--- src/rtl/param_ram_arbiter.sv ---
// Arbiter sharing one single-port synchronous-read parameter RAM between DSP reads (strict priority),
// posted host writes (8-deep FIFO) and request/valid host reads. Optional macro: PARAM_COMMIT_ON_FRAME_EN.
module param_ram_arbiter #(
  parameter int WORD_WIDTH = 36,
  parameter int ADDR_WIDTH = 10,
  parameter int FIFO_AW    = 3
) (
  input  logic                  clk,
  input  logic                  reset,
`ifdef PARAM_COMMIT_ON_FRAME_EN
  input  logic                  frame_sync,
`endif
  input  logic                  dsp_rd_en,
  input  logic [ADDR_WIDTH-1:0] dsp_rd_addr,
  output logic [WORD_WIDTH-1:0] dsp_rd_data,
  input  logic                  host_wr_en,
  input  logic [ADDR_WIDTH-1:0] host_wr_addr,
  input  logic [WORD_WIDTH-1:0] host_wr_data,
  output logic                  host_wr_full,
  output logic                  host_wr_overflow,
  input  logic                  host_rd_req,
  input  logic [ADDR_WIDTH-1:0] host_rd_addr,
  output logic                  host_rd_busy,
  output logic                  host_rd_valid,
  output logic [WORD_WIDTH-1:0] host_rd_data,
  output logic [ADDR_WIDTH-1:0] ram_addr,
  output logic [WORD_WIDTH-1:0] ram_wdata,
  output logic                  ram_we,
  input  logic [WORD_WIDTH-1:0] ram_rdata
);

  localparam int DEPTH = 1 << FIFO_AW;
  localparam logic [FIFO_AW:0] DEPTH_CNT = (FIFO_AW + 1)'(DEPTH);

  // Handshake: host_wr_en is a one-cycle push, accepted only when !host_wr_full;
  // host_rd_req is a one-cycle request, accepted only when !host_rd_busy;
  // host_rd_valid pulses for exactly one cycle with host_rd_data carrying the result.

  typedef enum logic [1:0] {
    RD_IDLE    = 2'd0,
    RD_PENDING = 2'd1,
    RD_ISSUED  = 2'd2
  } rd_state_t;

  rd_state_t rd_state, rd_state_next;

  logic [ADDR_WIDTH-1:0] fifo_addr [DEPTH];
  logic [WORD_WIDTH-1:0] fifo_data [DEPTH];
  logic [FIFO_AW-1:0]    wr_ptr;
  logic [FIFO_AW-1:0]    rd_ptr;
  logic [FIFO_AW:0]      count;

  logic [ADDR_WIDTH-1:0] rd_addr_q;
  logic [WORD_WIDTH-1:0] rd_data_q;

  logic fifo_empty;
  logic push;
  logic pop;
  logic pop_allowed;
  logic rd_order_ok;
  logic grant_rd;
  logic grant_wr;
  logic rd_latch;
  logic rd_capture;

  assign fifo_empty   = (count == '0);
  assign host_wr_full = (count == DEPTH_CNT);
  assign push         = host_wr_en && !host_wr_full;
  assign pop          = grant_wr;

`ifdef PARAM_COMMIT_ON_FRAME_EN
  logic [FIFO_AW:0] commit_remaining;

  // Writes only drain inside a commit window; reads go straight to the RAM.
  assign pop_allowed = !fifo_empty && (commit_remaining != '0);
  assign rd_order_ok = 1'b1;

  // Setting the window to the whole FIFO count also folds in entries queued since the last sync.
  always_ff @(posedge clk) begin
    if (reset) begin
      commit_remaining <= '0;
    end else if (frame_sync) begin
      commit_remaining <= count - (FIFO_AW + 1)'(pop);
    end else if (pop) begin
      commit_remaining <= commit_remaining - 1'b1;
    end
  end
`else
  assign pop_allowed = !fifo_empty;
  assign rd_order_ok = fifo_empty;
`endif

  // Slot grant: DSP read, then host read, then FIFO drain.
  always_comb begin
    grant_rd  = 1'b0;
    grant_wr  = 1'b0;
    ram_addr  = dsp_rd_addr;
    ram_wdata = fifo_data[rd_ptr];
    ram_we    = 1'b0;
    if (dsp_rd_en) begin
      ram_addr = dsp_rd_addr;
    end else if ((rd_state == RD_PENDING) && rd_order_ok) begin
      grant_rd = 1'b1;
      ram_addr = rd_addr_q;
    end else if (pop_allowed) begin
      grant_wr = !reset;
      ram_addr = fifo_addr[rd_ptr];
      ram_we   = !reset;
    end
  end

  assign dsp_rd_data = ram_rdata;

  always_ff @(posedge clk) begin
    if (push) begin
      fifo_addr[wr_ptr] <= host_wr_addr;
      fifo_data[wr_ptr] <= host_wr_data;
    end
  end

  always_ff @(posedge clk) begin
    if (reset) begin
      wr_ptr           <= '0;
      rd_ptr           <= '0;
      count            <= '0;
      host_wr_overflow <= 1'b0;
    end else begin
      if (push) wr_ptr <= wr_ptr + 1'b1;
      if (pop)  rd_ptr <= rd_ptr + 1'b1;
      if (push && !pop)      count <= count + 1'b1;
      else if (pop && !push) count <= count - 1'b1;
      if (host_wr_en && host_wr_full) host_wr_overflow <= 1'b1;
    end
  end

  // Host read FSM; ISSUED is the cycle the RAM returns the requested word.
  always_comb begin
    rd_state_next = rd_state;
    rd_latch      = 1'b0;
    rd_capture    = 1'b0;
    case (rd_state)
      RD_IDLE: begin
        if (host_rd_req) begin
          rd_latch      = 1'b1;
          rd_state_next = RD_PENDING;
        end
      end
      RD_PENDING: begin
        if (grant_rd) rd_state_next = RD_ISSUED;
      end
      RD_ISSUED: begin
        rd_capture = 1'b1;
        if (host_rd_req) begin
          rd_latch      = 1'b1;
          rd_state_next = RD_PENDING;
        end else begin
          rd_state_next = RD_IDLE;
        end
      end
      default: rd_state_next = RD_IDLE;
    endcase
  end

  always_ff @(posedge clk) begin
    if (reset) begin
      rd_state  <= RD_IDLE;
      rd_addr_q <= '0;
      rd_data_q <= '0;
    end else begin
      rd_state <= rd_state_next;
      if (rd_latch)   rd_addr_q <= host_rd_addr;
      if (rd_capture) rd_data_q <= ram_rdata;
    end
  end

  assign host_rd_busy  = (rd_state == RD_PENDING);
  assign host_rd_valid = (rd_state == RD_ISSUED) && !reset;
  // The word is forwarded in its valid cycle and held in rd_data_q afterwards.
  assign host_rd_data  = host_rd_valid ? ram_rdata : rd_data_q;

endmodule

--- config.mk ---
export PLATFORM = sky130hd
export DESIGN_NAME = param_ram_arbiter
export DESIGN_NICKNAME = d
export VERILOG_FILES = /design/src/rtl/param_ram_arbiter.sv
export SDC_FILE = /design/constraint.sdc
export NUM_CORES = 1
export LEC_CHECK = 0
export CAP_MARGIN = 0
export CELL_PAD_IN_SITES_DETAIL_PLACEMENT = 1
export CELL_PAD_IN_SITES_GLOBAL_PLACEMENT = 1
export CORE_UTILIZATION = 35
export CTS_CLUSTER_SIZE = 20
export DETAILED_ROUTE_END_ITERATION = 16
export PLACE_DENSITY = 0.61
export SYNTH_ARGS = -nofsm -noshare
export SYNTH_HDL_FRONTEND = slang
export SYNTH_SLANG_ARGS = --single-unit
--- constraint.sdc ---
create_clock -name clk -period 8.84 [get_ports clk]
set_clock_uncertainty 0.1 [all_clocks]
set_input_delay 1.326 -clock clk [delete_from_list [all_inputs] [get_ports clk]]
set_output_delay 1.326 -clock clk [all_outputs]
set_load 0.02 [all_outputs]
# Yosys cells after proc, flatten, opt, wreduce, memory -nomap -nowiden
# Memories as Yosys holds them, arrays and structs flattened. A register that Yosys moved wholly into a read port is not among the register bits.
# Index checks and enable logic that the tools add are counted.
[op_classes] n_eq_ne=5 n_div=0 n_addsub=4 n_reduce_logical=15 bitwise=0 mul=0 mux=24 n_shift=0 magnitude_cmp=0
[op_table] op="$mux 36" count=1
[op_table] op="$mux 10" count=3
[op_table] op="$mux 3" count=4
[op_table] op="$mux 1" count=11
[op_table] op="$mux 4" count=2
[op_table] op="$add 3x1->3 const B" count=2
[op_table] op="$logic_and 1x1->1" count=6
[op_table] op="$pmux 2 s3" count=1
[op_table] op="$add 4x1->4 const B" count=1
[op_table] op="$eq 4x4->1 const B" count=1
[op_table] op="$logic_not 1->1" count=4
[op_table] op="$logic_not 4->1" count=1
[op_table] op="$mux 2" count=2
[op_table] op="$sub 4x1->4 const B" count=1
[op_table] op="$eq 2x1->1 const B" count=1
[op_table] op="$eq 2x2->1 const B" count=1
[op_table] op="$logic_not 2->1" count=1
[op_table] op="$ne 2x1->1 const B" count=1
[op_table] op="$ne 2x2->1 const B" count=1
[op_table] op="$reduce_and 2->1" count=1
[op_table] op="$reduce_bool 2->1" count=1
[op_table] op="$reduce_or 2->1" count=1
[totals] mem_bits_rw=368 mem_count=2 wordCells=57 latchBits=0 register_bits=59 rom_bits=0
[mem_list] memory="fifo_data" depth=8 width=36 read_ports=1 rd_ports_with_merged_regs=1 wr=1 line_no="48" rtl="logic [WORD_WIDTH-1:0] fifo_data [DEPTH];"
[mem_list] memory="fifo_addr" depth=8 width=10 read_ports=1 rd_ports_with_merged_regs=1 wr=1 line_no="47" rtl="logic [ADDR_WIDTH-1:0] fifo_addr [DEPTH];"

# Longest topological paths before layout
# Gate-level depths: netlist of the first run.
[logic_depth] depth_word=7 ltp_mapped=10 ltp_nobuf=10

# Worst setup path after synthesis of the first run
# OpenSTA, ideal clock, no wires.
[synth_path] path_kind="input -> register" startpoint="in host_wr_en" endpoint="mem fifo_addr[0][0] (enable)" path_stages=2 setup_time_ns=0.564 required_ns=8.176 slack_ns=2.359 arrival_time_ns=5.817 cell_sequence="nand2_1 -> nor4_1"
[synth_between] elab_chain_len=3
[synth_lines] item="from (decl)" line_no="16" rtl="input logic host_wr_en,"
[synth_lines] item="$logic_and 1x1->1" line_no="68" rtl="assign push = host_wr_en && !host_wr_full;"
[synth_lines] item="$mux 1" line_no="115" rtl="if (push) begin"
[synth_lines] item="$mux 1 (not written as such)" line_no="116" rtl="fifo_addr[wr_ptr] <= host_wr_addr;"
[synth_lines] item="to (decl)" line_no="47"
# No other way between the ends.

# Worst setup path after layout of the first run
[layout_path] startpoint="in dsp_rd_en" endpoint="out ram_addr[1]"
[layout_between] elab_chain_len=1
[layout_lines] item="from (decl)" line_no="13" rtl="input logic dsp_rd_en,"
[layout_lines] item="$mux 10" line_no="100" rtl="if (dsp_rd_en) begin"
[layout_lines] item="to (decl)" line_no="26" rtl="output logic [ADDR_WIDTH-1:0] ram_addr,"
# No other way between the ends.

==> results of run 1 <==
## worst reg2reg max path, stage by stage (launching register included)
cell and delay, ns:
dfxtp_1 0.50, or4b_4 0.22, nand2_1 0.19, inv_1 0.21
nand2_1 0.25, nor2_4 0.79, buf_4 0.59
## cell type report
class                           count  area share
Sequential cell                   430       0.587
Timing Repair Buffer              246       0.115
Clock inverter                     22     0.00722
Multi-Input combinational cell    320       0.193
Tap cell                          615      0.0367
Inverter                            6     0.00107
Clock buffer                       59      0.0593
## stage by stage
| step | area, um^2 | cells | utilization | hold WS, ns | setup WS, ns |
|---|---|---|---|---|---|
| floorplan | 16800 | 837 | - | 0.336 | 2.36 |
| global placement | 19600 | 1617 | 0.411 | 0.353 | 3.29 |
| detailed placement | 19600 | 1617 | 0.411 | 0.356 | 3.15 |
| CTS | 21000 | 1698 | 0.440 | 0.366 | 3.15 |
| global route | 21000 | 1698 | 0.440 | 0.381 | 2.92 |
| finish | 21000 | 1698 | 0.440 | 0.365 | 3.14 |
## layer usage
metal	up-vias	track usage	part of all wire
met4	6	0.0411	0.020
met1	4405	0.211	0.45
li1	3824	-	-
met5	-	0	0.0011
met3	59	0.0515	0.066
met2	219	0.250	0.46
## how the worst max path moves through the flow
stage	from	end	slack (ns)	cells after the start
3_5_place_dp	dsp_rd_en	ram_addr[7]	3.15	5
2_1_floorplan	host_wr_en	fifo_addr[0][0]	2.36	2
3_3_place_gp	dsp_rd_en	ram_addr[9]	3.29	5
4_1_cts	dsp_rd_en	ram_addr[7]	3.15	5
6_report	dsp_rd_en	ram_addr[1]	3.14	5
5_1_grt	dsp_rd_en	ram_addr[8]	2.92	5
## cell usage after synthesis
master      n  area, um^2
o21ai_0     2        10.0
a31oi_1     1        6.26
o32a_1      7        70.1
buf_1       4        15.0
nor2_1     17        63.8
nor3b_1     2        15.0
a22o_1     36         315
mux2i_1     1        10.0
xor2_1      2        17.5
buf_2      20         100
nor4_4      1        21.3
dfxtp_1    62        1240
nor2_2      1        6.26
ha_1        5        62.6
xnor2_1     4        35.0
mux4_2     92        2070
buf_6       9         101
nand2b_1    2        12.5
or3_2       2        15.0
inv_1       6        22.5
clkbuf_1   10        37.5
nand2_2     1        6.26
a211oi_1    1        7.51
or4b_4      1        13.8
o32a_2      3        33.8
buf_4      38         285
nor2b_1     2        12.5
nand2_1    28         105
edfxtp_1  368       11100
nor4_1      1        6.26
o221a_2    10         113
mux2_2     73         822
fa_1        1        20.0
nand3_1     2        10.0
a21oi_1    17        85.1
nor3_1      5        25.0
## logic make-up after synthesis
group,after synthesis,synth area share
fa+ha+maj,6,0.00490
simple gates,65,0.0186
flops,430,0.730
mux,166,0.172
compound gates,77,0.0380
buf+inv,87,0.0333
xor+xnor,6,0.00312
## sequential cells by signal, summed over array words and instances (netlist names), named ones only
name              cells
wr_ptr                3
rd_data_q            36
rd_state              2
rd_addr_q            10
fifo_addr            80
count                 4
host_wr_overflow      1
fifo_data           288
rd_ptr                3
## power breakdown
part | leakage, nW | switching, mW | internal [mW]
Clock | 0.689 | 0.780 | 1.02
Sequential | 3.85 | 0.0711 | 2.34
Combinational | 2.20 | 0.690 | 0.748
==> flow_summary.yaml, run 1 <==
logic_synthesis:
  yosys_register_bits: 430
  syn_inst: 837
  ys_types: 36
  yosysWarningCount: 0
  ys_seq_area_frac: 0.730
  mappedNetlistArea_um2: 16800
  syn_avg_cell_area_um2: 20.1
  synth_nets: 950
setup_path:
  slowest_delay_ns: 0.95
  worstReg2RegStart: "count[0]"
  end_kind: "primary output"
  slowest_stage: "nor3_1"
  r2r-end: "fifo_data[7][32]"
  crit_path_cell_trace: "clkdlybuf4s50_1 -> nor3_1 -> nand2_1 -> o221a_2 -> clkdlybuf4s50_1"
  reg2regPathDepth: 6
  cp_top_family: "simple AND/OR/NAND/NOR gates"
  critPathArrivalTime_ns: 4.28
  critPathMaxFanout: 11
  crit_top_cell: "clkdlybuf4s50_1"
  cp-start-kind: "input port"
  cp_num_buf_inv: 2
  reg2reg_slack_ns: 5.63
  crit_type: "input port to primary output"
  cp.required_ns: 7.41
clocking:
  root_buffer: "clkbuf_16"
  cts_resized: 0
  worstSkewPairLatency_ns: 0.56
  cts_buffers: 47
  clk_path_buf_depth: 3
  cts_max_level: 2
  clock-sinks: 430
  cts_hold_buffers: 0
  cts_setup_buffers: 0
  cts_tree: "built"
  cts.clk_slew.worst_paths_ns: 0.06
sta:
  setup_viol: 0
  fin_setup_tns_ns: 0
  rsz0062_at_grt: "no"
  slew_headroom: 0.193
  worst_pin_slew_ns: 1.20
  fmax_mhz: 175
  finalCritPeriodShare: 0.645
  maxSlewViolCount: 0
  hold_viol: 0
  finalCriticalPeriod_ns: 5.70
drt:
  wl_per_cell_um: 22.4
  drtPass1Iterations: 4
  vias: 8513
  avgViaCountPerCell: 5.01
  final_antenna_net_count: 0
  wl_um: 38100
  drtIter0Drc: 422
  drc_errors: 0
place:
  gp_congestion: 0.825
  dp_hpwl_um: 21900
  port_buffers: 229
global_routing:
  grt_pass1_wl_um: 58200
  antenna_found_initial: 3
  grt_overflow: 0
  grt_start_max_net_pins: 74
  grt_pass1_vias: 9107
  grtUsageTotal: 0.159
floorplanning:
  die_h_um: 221
  die_area_um2: 49000
  initial_core_util: 0.354
  rows: 80
  core_area_um2: 47600
  fp.dieW_um: 221
  ios: 230
min_path:
  whs_endpoint: "rd_addr_q[5]"
  holdPathStages: 2
  hold_path.class: "register to register"
  hold_path_startpoint: "rd_addr_q[5]"
power:
  totalPowerFinal_mw: 5.65
  cellLeakagePower_nw: 6.73
  p_per_area_nw_per_um2: 270
  ir_worst_vdd_mv: 0.185
finish:
  seq_area_um2: 12300
  layout_commonest_cell: "edfxtp_1"
  syn2layout_area_growth_pct: 24.4
  fillers: 4537
  layout_common_cells: "edfxtp_1 (368), clkdlybuf4s50_1 (229), mux4_2 (92), mux2_2 (73), dfxtp_1 (59)"
  multiInputGateArea_um2: 4050
  nNetsFinal: 1164
  n_antenna_cell: 0
  drive_gt1_frac: 0.257
outcome:
  status: "finished clean"
job:
  maxCapViolCount: 0
(Power assumes the default switching activity.)
==> inputs of run 2 (changes only) <==
Clock period 8.84 ns to 5.7 ns, I/O delays scaled along.
==> run 2 against run 1 <==
First-iteration DRC count is 23% higher. Sequential share of layout area shrank 0.43 points. Worst hold slack got worse by 0.0058 ns. Non-clock buffer count grew 3. Cell count rose by 0.47%. Largest cell class unchanged.
==> flow_summary.yaml, run 2 (synthesized netlist as in run 1, its figures left out) <==
setup_path:
  cp.required_ns: 4.74
  end_kind: "primary output"
  crit_type: "register to primary output"
  critPathMaxFanout: 33
  critPathArrivalTime_ns: 3.36
  cp-start-kind: "register"
finish:
  fillers: 4537
  seq_area_um2: 12300
  multiInputGateArea_um2: 4060
  drive_gt1_frac: 0.257
  syn2layout_area_growth_pct: 25.3
  largest_reg_flops: 288
  layout_commonest_cell: "edfxtp_1"
  nNetsFinal: 1167
  layout_common_cells: "edfxtp_1 (368), clkdlybuf4s50_1 (229), mux4_2 (92), mux2_2 (73), dfxtp_1 (59)"
  fin_util: 0.443
  design_area_um2: 21100
  top_regs: "fifo_data (288), fifo_addr (80), rd_data_q (36)"
  regMostFlops: "fifo_data"
sta:
  worst_pin_slew_ns: 0.915
  fmax_mhz: 232
  finalCritPeriodShare: 0.758
  setup_viol: 0
  slew_headroom: 0.390
  maxSlewViolCount: 0
  finalCriticalPeriod_ns: 4.32
  fin_setup_tns_ns: 0
  timing.hold.ws_ns: 0.359
  hold_viol: 0
  rsz0062_at_grt: "no"
global_routing:
  grt_overflow: 0
  grt_pass1_wl_um: 58000
  grtUsageTotal: 0.158
  grt_start_max_net_pins: 74
  antenna_found_initial: 4
  grt_pass1_vias: 9234
drt:
  drtPass1Iterations: 5
  drc_errors: 0
  final_antenna_net_count: 0
  vias: 8634
  drtIter0Drc: 518
  avgViaCountPerCell: 5.06
  wl_um: 38600
  wl_per_cell_um: 22.6
floorplanning:
  core_area_um2: 47600
  initial_core_util: 0.354
  die_area_um2: 49000
  fp.dieW_um: 221
  ios: 230
  die_h_um: 221
  rows: 80
clocking:
  cts_buffers: 47
  clk_path_buf_depth: 3
  cts_max_level: 2
  cts_hold_buffers: 0
  cts.clk_slew.worst_paths_ns: 0.06
  cts_setup_buffers: 0
  clock-sinks: 430
  worstSkewPairLatency_ns: 0.56
  cts_tree: "built"
  cts_resized: 0
  root_buffer: "clkbuf_16"
power:
  power_frac_clock: 0.329
  p_per_area_nw_per_um2: 423
  power.switching_mw: 2.42
  p_seq_frac: 0.427
  sw_frac_of_total: 0.271
  cellLeakagePower_nw: 6.77
  combPwrFrac: 0.244
  p_int_mw: 6.51
  ir_worst_vdd_mv: 0.221
  totalPowerFinal_mw: 8.93
place:
  gp_congestion: 0.742
  port_buffers: 229
  dp_hpwl_um: 22000
  postPlaceCellArea_um2: 19600
outcome:
  status: "finished clean"
min_path:
  hold_path.class: "register to register"
job:
  maxCapViolCount: 0
## run 2: final timing paths
kind	start	endpoint	slack, ns	cells after the start
worst max-delay path	register	ram_addr[8]	1.38	5
worst min-delay path	rd_addr_q[2]	rd_addr_q[2]	0.36	2
worst max register to register	count[0]	count[3]	2.54	10
worst min register to register	rd_addr_q[2]	rd_addr_q[2]	0.36	2
## run 2: cell type report
class / instances / area share
Clock inverter: 22 / 0.0120
Sequential cell: 430 / 0.583
Clock buffer: 63 / 0.0586
Inverter: 6 / 0.00107
Tap cell: 615 / 0.0365
Antenna cell: 1 / 0.000119
Timing Repair Buffer: 249 / 0.117
Multi-Input combinational cell: 320 / 0.192
## run 2: worst max-delay path: stages, from the launching register on
cell,delay [ns]
dfxtp_4,0.81
buf_4,0.50
mux4_2,0.61
o32a_1,0.20
o221a_2,0.12
clkdlybuf4s50_1,0.54
## run 2: stage by stage
step | std cells | setup slack, ns
after detailed placement | 1620 | 1.41
after floorplan | 837 | 0.739
after CTS | 1705 | 1.27
final | 1706 | 1.38
after global placement | 1620 | 1.42
after global routing | 1706 | 1.16
## run 2: routing by layer
metal  GRT usage  part of all wire  vias to the layer above
li1            -                 -                     3820
met4      0.0519             0.019                        6
met5           0            0.0011                        -
met2       0.256              0.48                      244
met3      0.0384             0.060                       62
met1       0.208              0.44                     4502
## run 2: power by group through the flow
stage	sequential [mW]	combinational (mW)	clock (mW)
after global placement	3.88	2.21	0
final	3.81	2.18	2.94
after global routing	3.85	2.33	3.14
after floorplan	3.75	1.55	0
after CTS	3.83	2.23	3.04
after detailed placement	3.89	2.22	0
